===== config.mk =====
export PLATFORM = sky130hd
export DESIGN_NAME = stack_sequencer
export DESIGN_NICKNAME = d
export VERILOG_FILES = /design/src/rtl/stack_seq_pkg.sv /design/src/rtl/pcs_increment.sv /design/src/rtl/stack_sequencer.sv
export SDC_FILE = /design/constraint.sdc
export NUM_CORES = 1
export LEC_CHECK = 0
export CAP_MARGIN = 20
export CORE_ASPECT_RATIO = 2
export CORE_MARGIN = 1.5
export CORE_UTILIZATION = 35
export CTS_CLUSTER_SIZE = 30
export DETAILED_ROUTE_END_ITERATION = 12
export PLACE_DENSITY_LB_ADDON = 0.15
export RECOVER_POWER = 50
export SYNTH_ARGS = -nofsm -noshare
export SYNTH_HDL_FRONTEND = slang
export SYNTH_SLANG_ARGS = --single-unit

===== constraint.sdc =====
create_clock -name clk -period 5 [get_ports clk]
set_input_delay 1.25 -clock clk [delete_from_list [all_inputs] [get_ports clk]]
set_output_delay 1.25 -clock clk [all_outputs]
set_load 0.005 [all_outputs]

===== src/rtl/stack_seq_pkg.sv =====
// Shared types and constants for the call/return micro-sequencer.
package stack_seq_pkg;

    // Stack operations accepted on the op port; any other code is ignored.
    typedef enum logic [2:0] {
        OP_CALL = 3'd0,
        OP_CALZ = 3'd1,
        OP_RET  = 3'd2,
        OP_RETS = 3'd3,
        OP_RETD = 3'd4
    } stack_op_t;

    typedef enum logic [2:0] {
        IDLE,
        PUSH,
        POP_RD,
        POP_CAP,
        IMM_WR,
        DONE
    } state_t;

    // Nibble positions inside a stacked PC frame, lowest address first.
    localparam int NIB_PCSL = 0;
    localparam int NIB_PCSH = 1;
    localparam int NIB_PCP  = 2;

    // RETD stores the immediate as two nibbles at X and X+1.
    localparam int RETD_WRITES = 2;

endpackage


===== src/rtl/pcs_increment.sv =====
// PCS+1 that wraps inside the current page; PCP and bank bit pass through.
module pcs_increment
    import stack_seq_pkg::*;
#(
    parameter int PC_W     = 13,
    parameter int NIBBLE_W = 4
) (
    input  logic [PC_W-1:0] i_pc,
    output logic [PC_W-1:0] o_pc
);

    localparam int PCS_LO = NIB_PCSL * NIBBLE_W;
    localparam int PCS_W  = (NIB_PCSH - NIB_PCSL + 1) * NIBBLE_W;

    // Increment only the in-page step field so a carry never reaches PCP.
    always_comb begin
        o_pc = i_pc;
        o_pc[PCS_LO +: PCS_W] = i_pc[PCS_LO +: PCS_W] + PCS_W'(1);
    end

endmodule


===== src/rtl/stack_sequencer.sv =====
// Call/return micro-sequencer: pushes/pops PC frames in nibble RAM for
// CALL, CALZ, RET, RETS and RETD, and produces the new PC, SP and X.
module stack_sequencer
    import stack_seq_pkg::*;
#(
    parameter int PC_NIBBLES = 3,
    parameter int NIBBLE_W   = 4,
    parameter int ADDR_W     = 12,
    parameter int SP_W       = 8,
    parameter int PC_W       = 13
) (
    input  logic                clk,
    input  logic                reset,
    input  logic                start,
    input  logic [2:0]          op,
    input  logic [PC_W-1:0]     pc_in,
    input  logic [PC_W-2:0]     target_in,
    input  logic [7:0]          imm_in,
    input  logic [SP_W-1:0]     sp_in,
    input  logic [ADDR_W-1:0]   x_in,
    output logic [ADDR_W-1:0]   mem_addr,
    output logic [NIBBLE_W-1:0] mem_wdata,
    output logic                mem_we,
    output logic                mem_re,
    input  logic [NIBBLE_W-1:0] mem_rdata,
    output logic                busy,
    output logic                done,
    output logic [PC_W-1:0]     pc_out,
    output logic [SP_W-1:0]     sp_out,
    output logic [ADDR_W-1:0]   x_out
);

    localparam int PCS_W  = PC_W - 1;
    localparam int K_W    = $clog2(PC_NIBBLES + 1);
    localparam int PAGE_W = NIB_PCP * NIBBLE_W;
    localparam logic [K_W-1:0] K_LAST    = K_W'(PC_NIBBLES - 1);
    localparam logic [K_W-1:0] K_WR_LAST = K_W'(RETD_WRITES - 1);

    state_t              r_state, w_state_nxt;
    logic [K_W-1:0]      r_k, w_k_nxt;
    logic                w_load, w_cap, w_set_call, w_set_ret, w_set_x;
    stack_op_t           r_op;
    logic [PC_W-1:0]     r_pc;
    logic [PCS_W-1:0]    r_tgt;
    logic [7:0]          r_imm;
    logic [SP_W-1:0]     r_sp;
    logic [ADDR_W-1:0]   r_x;
    logic [NIBBLE_W-1:0] r_pop [PC_NIBBLES];
    logic [NIBBLE_W-1:0] w_ret_nib [PC_NIBBLES];
    logic [K_W-1:0]      w_cap_idx, w_push_idx;
    logic [PC_W-1:0]     w_ret_pc, w_pop_pc, w_rets_pc, w_call_pc;
    logic [SP_W-1:0]     w_push_sp, w_pop_sp;
    logic [ADDR_W-1:0]   w_x_hi_addr;
    logic [PC_W-1:0]     r_pc_out;
    logic [SP_W-1:0]     r_sp_out;
    logic [ADDR_W-1:0]   r_x_out;

    // Return address pushed by CALL/CALZ, and the RETS skip over the popped PC.
    pcs_increment #(.PC_W(PC_W), .NIBBLE_W(NIBBLE_W)) u_call_inc (.i_pc(r_pc),     .o_pc(w_ret_pc));
    pcs_increment #(.PC_W(PC_W), .NIBBLE_W(NIBBLE_W)) u_rets_inc (.i_pc(w_pop_pc), .o_pc(w_rets_pc));

    // Reads return data one cycle late, so POP_RD captures the previous nibble
    // and POP_CAP captures the last one at the current counter value.
    assign w_cap_idx   = (r_state == POP_CAP) ? r_k : r_k - K_W'(1);
    assign w_push_idx  = K_LAST - r_k;
    assign w_push_sp   = r_sp - SP_W'(r_k) - SP_W'(1);
    assign w_pop_sp    = r_sp + SP_W'(r_k);
    assign w_x_hi_addr = {r_x[ADDR_W-1:8], r_x[7:0] + 8'd1};
    assign w_call_pc   = (r_op == OP_CALZ)
                       ? {r_pc[PC_W-1], {(PCS_W-PAGE_W){1'b0}}, r_tgt[PAGE_W-1:0]}
                       : {r_pc[PC_W-1], r_tgt};

    // Split the return address into nibbles and assemble the popped PC,
    // bypassing the nibble arriving this cycle straight from RAM.
    always_comb begin
        w_pop_pc = '0;
        w_pop_pc[PC_W-1] = r_pc[PC_W-1];
        for (int i = 0; i < PC_NIBBLES; i++) begin
            w_ret_nib[i] = w_ret_pc[i*NIBBLE_W +: NIBBLE_W];
            if (w_cap && (w_cap_idx == K_W'(i))) begin
                w_pop_pc[i*NIBBLE_W +: NIBBLE_W] = mem_rdata;
            end else begin
                w_pop_pc[i*NIBBLE_W +: NIBBLE_W] = r_pop[i];
            end
        end
    end

    // FSM state register.
    always_ff @(posedge clk or posedge reset) begin
        if (reset) r_state <= IDLE;
        else       r_state <= w_state_nxt;
    end

    // Next-state and RAM strobes; mem_we and mem_re are never set together.
    always_comb begin
        w_state_nxt = r_state;
        w_k_nxt     = r_k;
        w_load      = 1'b0;
        w_cap       = 1'b0;
        w_set_call  = 1'b0;
        w_set_ret   = 1'b0;
        w_set_x     = 1'b0;
        mem_addr    = '0;
        mem_wdata   = '0;
        mem_we      = 1'b0;
        mem_re      = 1'b0;
        case (r_state)
            IDLE: begin
                if (start) begin
                    case (op)
                        OP_CALL, OP_CALZ: begin
                            w_state_nxt = PUSH;
                            w_k_nxt     = '0;
                            w_load      = 1'b1;
                        end
                        OP_RET, OP_RETS, OP_RETD: begin
                            w_state_nxt = POP_RD;
                            w_k_nxt     = '0;
                            w_load      = 1'b1;
                        end
                        default: w_state_nxt = IDLE;
                    endcase
                end
            end
            PUSH: begin
                mem_we    = 1'b1;
                mem_addr  = ADDR_W'(w_push_sp);
                mem_wdata = w_ret_nib[w_push_idx];
                if (r_k == K_LAST) begin
                    w_state_nxt = DONE;
                    w_set_call  = 1'b1;
                end else begin
                    w_k_nxt = r_k + K_W'(1);
                end
            end
            POP_RD: begin
                mem_re   = 1'b1;
                mem_addr = ADDR_W'(w_pop_sp);
                w_cap    = (r_k != '0);
                if (r_k == K_LAST) w_state_nxt = POP_CAP;
                else               w_k_nxt     = r_k + K_W'(1);
            end
            POP_CAP: begin
                w_cap     = 1'b1;
                w_set_ret = 1'b1;
                if (r_op == OP_RETD) begin
                    w_state_nxt = IMM_WR;
                    w_k_nxt     = '0;
                end else begin
                    w_state_nxt = DONE;
                end
            end
            IMM_WR: begin
                mem_we    = 1'b1;
                mem_addr  = (r_k == '0) ? r_x : w_x_hi_addr;
                mem_wdata = (r_k == '0) ? NIBBLE_W'(r_imm[3:0]) : NIBBLE_W'(r_imm[7:4]);
                if (r_k == K_WR_LAST) begin
                    w_state_nxt = DONE;
                    w_set_x     = 1'b1;
                end else begin
                    w_k_nxt = r_k + K_W'(1);
                end
            end
            DONE:    w_state_nxt = IDLE;
            default: w_state_nxt = IDLE;
        endcase
    end

    // Nibble counter and result registers; results hold until the next op.
    always_ff @(posedge clk or posedge reset) begin
        if (reset) begin
            r_k      <= '0;
            r_pc_out <= '0;
            r_sp_out <= '0;
            r_x_out  <= '0;
        end else begin
            r_k <= w_k_nxt;
            if (w_set_call) begin
                r_pc_out <= w_call_pc;
                r_sp_out <= r_sp - SP_W'(PC_NIBBLES);
                r_x_out  <= r_x;
            end
            if (w_set_ret) begin
                r_pc_out <= (r_op == OP_RETS) ? w_rets_pc : w_pop_pc;
                r_sp_out <= r_sp + SP_W'(PC_NIBBLES);
                r_x_out  <= r_x;
            end
            if (w_set_x) begin
                r_x_out <= {r_x[ADDR_W-1:8], r_x[7:0] + 8'd2};
            end
        end
    end

    // Operand snapshot at start and the popped-nibble buffer.
    always_ff @(posedge clk) begin
        if (w_load) begin
            r_op  <= stack_op_t'(op);
            r_pc  <= pc_in;
            r_tgt <= target_in;
            r_imm <= imm_in;
            r_sp  <= sp_in;
            r_x   <= x_in;
        end
        if (w_cap) r_pop[w_cap_idx] <= mem_rdata;
    end

    assign busy   = (r_state != IDLE);
    assign done   = (r_state == DONE);
    assign pc_out = r_pc_out;
    assign sp_out = r_sp_out;
    assign x_out  = r_x_out;

endmodule


==> impl_metrics.tcl, run 1 <==
set metrics [dict create \
    outcome "finished, final reports clean" \
    async_flop_share_pct 35.85 \
    layout.nets 685 \
    synth_top_family_by_area "simple AND/OR/NAND/NOR gates" \
    vias 4219 \
    grt_pass1_vias 4404 \
    finalCritPeriodShare_pct 93.25 \
    hpwl_mm 11.14 \
    syn-instance-count 483 \
    drc 0 \
    ys_seq_area_share_pct 55.03 \
    yosys.area_share.simple_pct 14.29 \
    holdPathEnd "pc_out[12]" \
    finClkSkew_ps 8.541 \
    grt_remaining_overflow 0 \
    rr_startpoint "r_k[0]" \
    min_path_cells 2 \
    clock_latency_ps 350 \
    powerDensity_nw_per_um2 515.6 \
    start_util_pct 35.75 \
    routed_via_density 5.241 \
    power.share.sequential_pct 36.8 \
    ctsHtreeMaxLevel 3 \
    end_kind "output port" \
    syn_area_um2 5439 \
    cts_buffers 9 \
    hp-class "register to register" \
    critical_path_required_ps 3750 \
    tightest_slew_ps 1430 \
    timing_hold_violations_final 0 \
    max_freq_mhz 214.5 \
    crit_fanout 8 \
    r2r_slack_ps 1320 \
    rows 64 \
    track_usage_pct 18.45 \
    peakVddDrop_mv 0.3283 \
    worstReg2RegEnd "pc_out[4]" \
    switching_share_pct 33.36 \
    grt_max_degree 39 \
    die_area_um2 16340 \
    grt_pass1_wl_mm 22.78 \
    port_buffers 115 \
    grt_setup_unrepaired "no" \
    cap_viol_max_count 0 \
    switchingPower_uw 1231 \
    synth-seq-cells 106 \
    cts_hold_buf 0 \
    synthMuxAreaShare_pct 5.498 \
    antenna_found_initial 0 \
    synth_top_area_share_pct 37.54 \
    drt_pass1_iterations 5 \
    syn_area_per_cell_um2 11.26 \
    wl_mm 14.48 \
    fp.coreArea_um2 15210 \
    first_iter_violations 219 \
    clock-root-buffer "clkbuf_16" \
    synth_compound_area_share_pct 12.72 \
    fillers 1461 \
    final_common_cell "dlygate4sd3_1" \
    drv_slew 0 \
    p_int_uw 2459 \
    path_clk_slew_ps 70 \
    synth_top_flop_cell "edfxtp_1" \
    setup_viol 0 \
    avgRoutedWirePerCell_um 17.99 \
    cts_setup_buffers 0 \
    post_cts_resized 0 \
    min-delay-start "r_pc[12]" \
    cts.path.max_buffers 2 \
    ff_latch_area_um2 2993 \
    antenna_left 0 \
    fp.dieW_um 91.15 \
    antennaDiodeCount 0 \
    clockPowerShare_pct 22.3 \
    path_class "register to output port" \
    synthXorXnorAreaFrac_pct 4.509 \
    synth-edff-count 68 \
    yosys-top-cells-area "edfxtp_1 38%, dfrtp_1 17%, ha_1 3.9%" \
    area_growth_pct 31.61 \
    synth_adder_area_share_pct 5.015 \
    combPwrFrac_pct 40.9 \
    gp_congestion 0.9835 \
    arrival_ps 3410 \
    multi_input_area_um2 2261 \
    period_minus_slack_ps 4662 \
    syn_nets 566 \
    mostFrequentLayoutCells "71 x dlygate4sd3_1, 68 x edfxtp_1, 46 x nand2_1, 45 x nor2_1, 44 x clkdlybuf4s50_1" \
    pin_count 116 \
    r2r.worst_path.cells 8 \
    cts_tree "yes" \
    relSlewSlack_pct 4.660 \
    cp-start-kind "register" \
    setup_tns_ps 0 \
    design_power_total_uw 3691 \
    yosysUniqueCellTypes 57 \
    ys_warn_count 0 \
    clock-sinks 106 \
    leakage_uw 0.002748 \
    drive_gt1_share_pct 7.578 \
    synth.largest_area_cell "edfxtp_1" \
    die_h_um 179.3 \
]
-- per-stage QoR --
stage	cell area [µm²]	hold WS, ps	instances	utilization [%]	worst slack, ps
CTS	7198	461.2	805	47.31	271.9
global route	7158	482.2	805	47.05	48.03
global placement	6844	428.9	789	44.98	730.7
detailed placement	6844	446.8	789	44.98	670.5
finish	7158	454.3	805	47.05	337.7
floorplan	5439	414.6	483	-	658.7
-- final cells by class --
type	instances	area share, %
Sequential cell	106	41.81
Inverter	21	1.101
Tap cell	198	3.461
Clock inverter	4	1.363
Clock buffer	12	3.583
Multi-Input combinational cell	340	31.59
Timing Repair Buffer	124	17.09
-- how the worst max path moves through the flow --
stage	endpoint	start	cells after the start	slack, ps
2_1_floorplan	r_imm[0]	op[1]	3	660
3_3_place_gp	mem_addr[5]	r_k[1]	8	730
3_5_place_dp	mem_addr[5]	r_k[1]	8	670
4_1_cts	mem_addr[5]	r_k[1]	8	270
5_1_grt	mem_addr[5]	r_k[1]	8	50
6_report	mem_addr[5]	r_k[1]	8	340
-- sequential cells by signal (all words and copies together), names as in the netlist --
name / count
pc_out: 13
r_imm: 8
r_k: 2
r_op: 3
r_pc: 13
r_pop: 12
r_sp: 8
r_state: 3
r_tgt: 12
r_x: 12
sp_out: 8
x_out: 12
-- cell families (layout without fill, tap and decap cells) --
logic type / after synthesis / in the layout
compound gates: 108 / 108
fa+ha+maj: 20 / 20
flops: 106 / 106
xor+xnor: 28 / 28
simple gates: 156 / 156
buf+inv: 37 / 161
mux: 28 / 28
-- synthesized netlist by cell type (all sizes together), types with 6 or more instances --
cell    instances
edfxtp         68
nand2          47
nor2           46
dfrtp          38
o21ai          35
a21oi          22
inv            20
xnor2          20
ha             17
mux2i          16
nand3          15
o22ai          15
mux2           12
and3           11
a22oi           9
a221oi          8
buf             8
clkbuf          8
xor2            8
nand2b          7
nor2b           6
-- power by group through the flow --
stage / combinational [µW] / sequential, µW / clock [µW]
2_1_floorplan: 848 / 1340 / 0
5_1_grt: 1670 / 1390 / 876
4_1_cts: 1580 / 1370 / 842
3_5_place_dp: 1570 / 1380 / 0
3_3_place_gp: 1550 / 1380 / 0
6_report: 1510 / 1360 / 823
-- per-layer routing --
layer	vias up	track usage (%)	part of all wire (%)
li1	2006	-	-
met1	2061	17.16	34
met2	118	36.63	58
met3	34	3.859	4.1
met4	0	9.635	3.9
met5	-	0	0
-- worst max-delay path, cell delays in order (launching register included) --
cell and delay (ps):
dfrtp_1 530, inv_1 180, ha_1 340, a211oi_1 470
or3b_2 500, xnor2_1 150, a22oi_1 80, o22ai_1 250
clkdlybuf4s50_1 550
Note: power is estimated with default switching activity, not from simulation.
==> run 2: changes to the inputs <==
- GPL_TIMING_DRIVEN: not set -> 0
==> impl_metrics.tcl, run 2 (synthesis gave the netlist of run 1 again) <==
set metrics [dict create \
    min_path_cells 2 \
    timing_hold_violations_final 0 \
    gp_congestion 0.9202 \
    period_minus_slack_ps 4669 \
    end_kind "output port" \
    max_freq_mhz 214.2 \
    hp-class "register to register" \
    peakVddDrop_mv 0.2286 \
    antenna_found_initial 0 \
    hpwl_mm 11.60 \
    avgRoutedWirePerCell_um 18.28 \
    clock-root-buffer "clkbuf_16" \
    antennaDiodeCount 0 \
    rr_startpoint "r_k[0]" \
    outcome "finished, final reports clean" \
    fp.dieW_um 91.15 \
    die_h_um 179.3 \
    fp.coreArea_um2 15210 \
    clock-sinks 106 \
    mostFrequentLayoutCells "77 x dlygate4sd3_1, 68 x edfxtp_1, 45 x nor2_1, 45 x nand2_1" \
    cts.path.max_buffers 2 \
    finish.utilization_pct 46.85 \
    tightest_slew_ps 1222 \
    layout.nets 694 \
    grt_setup_unrepaired "no" \
    die_area_um2 16340 \
    setup_viol 0 \
    path_clk_slew_ps 70 \
    dp_cells 798 \
    start_util_pct 35.75 \
    ctsHtreeMaxLevel 3 \
    crit_chain "inv_1, ha_1, a211oi_2, or3b_2, xnor2_1, a22oi_1, o22ai_1, clkdlybuf4s50_1" \
    arrival_ps 3420 \
    vias 4249 \
    leakage_uw 0.002738 \
    cts_tree "yes" \
    holdWs_ps 450.9 \
    placed_area_um2 6893 \
    grt_pass1_vias 4440 \
    pin_count 116 \
    critical_path_required_ps 3750 \
    cpMaxStageDelayCell "dfrtp_1" \
    crit_buf_inv 2 \
    cp-start-kind "register" \
    drc 0 \
    worstReg2RegEnd "pc_out[6]" \
    grt_max_degree 37 \
    crit_fanout 8 \
    stdcell_count 814 \
    holdPathEnd "pc_out[12]" \
    cts_setup_buffers 0 \
    drv_slew 0 \
    track_usage_pct 18.65 \
    cap_viol_max_count 0 \
    finClkSkew_ps 9.211 \
    final_common_cell "dlygate4sd3_1" \
    finalCritPeriodShare_pct 93.37 \
    drt_pass1_iterations 4 \
    drive_gt1_share_pct 7.630 \
    relSlewSlack_pct 17.68 \
    path_class "register to output port" \
    first_iter_violations 211 \
    fillers 1461 \
    clock_latency_ps 350 \
    area_growth_pct 31.06 \
    rows 64 \
    slowest_delay_ps 550 \
    routed_via_density 5.220 \
    grt_remaining_overflow 0 \
    cts_buffers 9 \
    wl_mm 14.88 \
    port_buffers 115 \
    min-delay-start "r_pc[12]" \
    antenna_left 0 \
    final_area_um2 7128 \
    r2r.worst_path.cells 14 \
    grt_pass1_wl_mm 22.89 \
    critPathTopFamily "buffers and inverters" \
    powerDensity_nw_per_um2 500.9 \
    r2r_slack_ps 1500 \
]
-- run 2: cell count changes in the layout (fill, tap and decap cells not counted), moves of 2 or more --
cell,previous run,this run
clkbuf_8,2,0
clkbuf_1,3,12
bufinv_16,3,0
dlygate4sd3_1,71,77
buf_2,0,5
buf_4,6,2
clkdlybuf4s50_1,44,38
-- run 2: what timing repair did --
item                       CTS  global route
hold buffers                 0             0
setup endpoints to repair    0             1
gates resized for setup      0             1
-- run 2: area by class of cell --
class	count	area, µm²	share of cell area, %
Clock buffer	13	261.5	3.669
Clock inverter	3	22.52	0.3160
Inverter	21	78.83	1.106
Multi-Input combinational cell	340	2268	31.82
Buffer	16	81.33	1.141
Sequential cell	106	2993	41.99
Timing Repair Buffer	117	1175	16.48
Tap cell	198	247.7	3.476
-- run 2: power by group --
group	switching, µW	total, µW	internal [µW]	leakage, µW
registers	149	1340	1190	0.00108
logic	800	1550	750	0.00152
clock network	309	679	370	0.000136
total	1260	3570	2310	0.00274
-- run 2: worst max-delay path by stage --
stage | start | end | slack (ps) | cells after the start
finish | r_k[1] | mem_addr[5] | 330 | 8
global route | r_k[0] | mem_addr[6] | 200 | 11
global placement | op[1] | r_x[2] | -1000 | 4
floorplan | op[1] | r_imm[0] | 660 | 3
CTS | r_k[0] | mem_addr[5] | 130 | 9
detailed placement | r_k[0] | mem_addr[5] | 510 | 9
-- run 2: stage by stage --
stage	setup TNS (ps)	power, µW	setup WS, ps
floorplan	0	2191	658.7
global placement	-55900	2942	-1005
detailed placement	0	2974	511.5
CTS	0	3671	129.3
global route	0	3797	202.7
finish	0	3570	331.5
-- run 2: worst reg2reg max path: stages (launching register included) --
cell and delay (ps):
dfrtp_1 460, buf_2 260, inv_1 160, ha_1 350, nor4bb_1 150, o21ai_0 710
inv_1 340, nand2_1 140, nand2_1 80, ha_1 230, nand4_1 80, mux2_4 190
o21ai_1 80, nand3_1 120, nand2_1 60
-- run 2: layer usage --
layer | global-route usage, % | vias up | share of wire (%)
li1 | - | 2018 | -
met1 | 17.67 | 2064 | 35
met2 | 37.84 | 136 | 58
met3 | 3.053 | 31 | 4.1
met4 | 8.529 | 0 | 3.3
met5 | 0 | - | 0
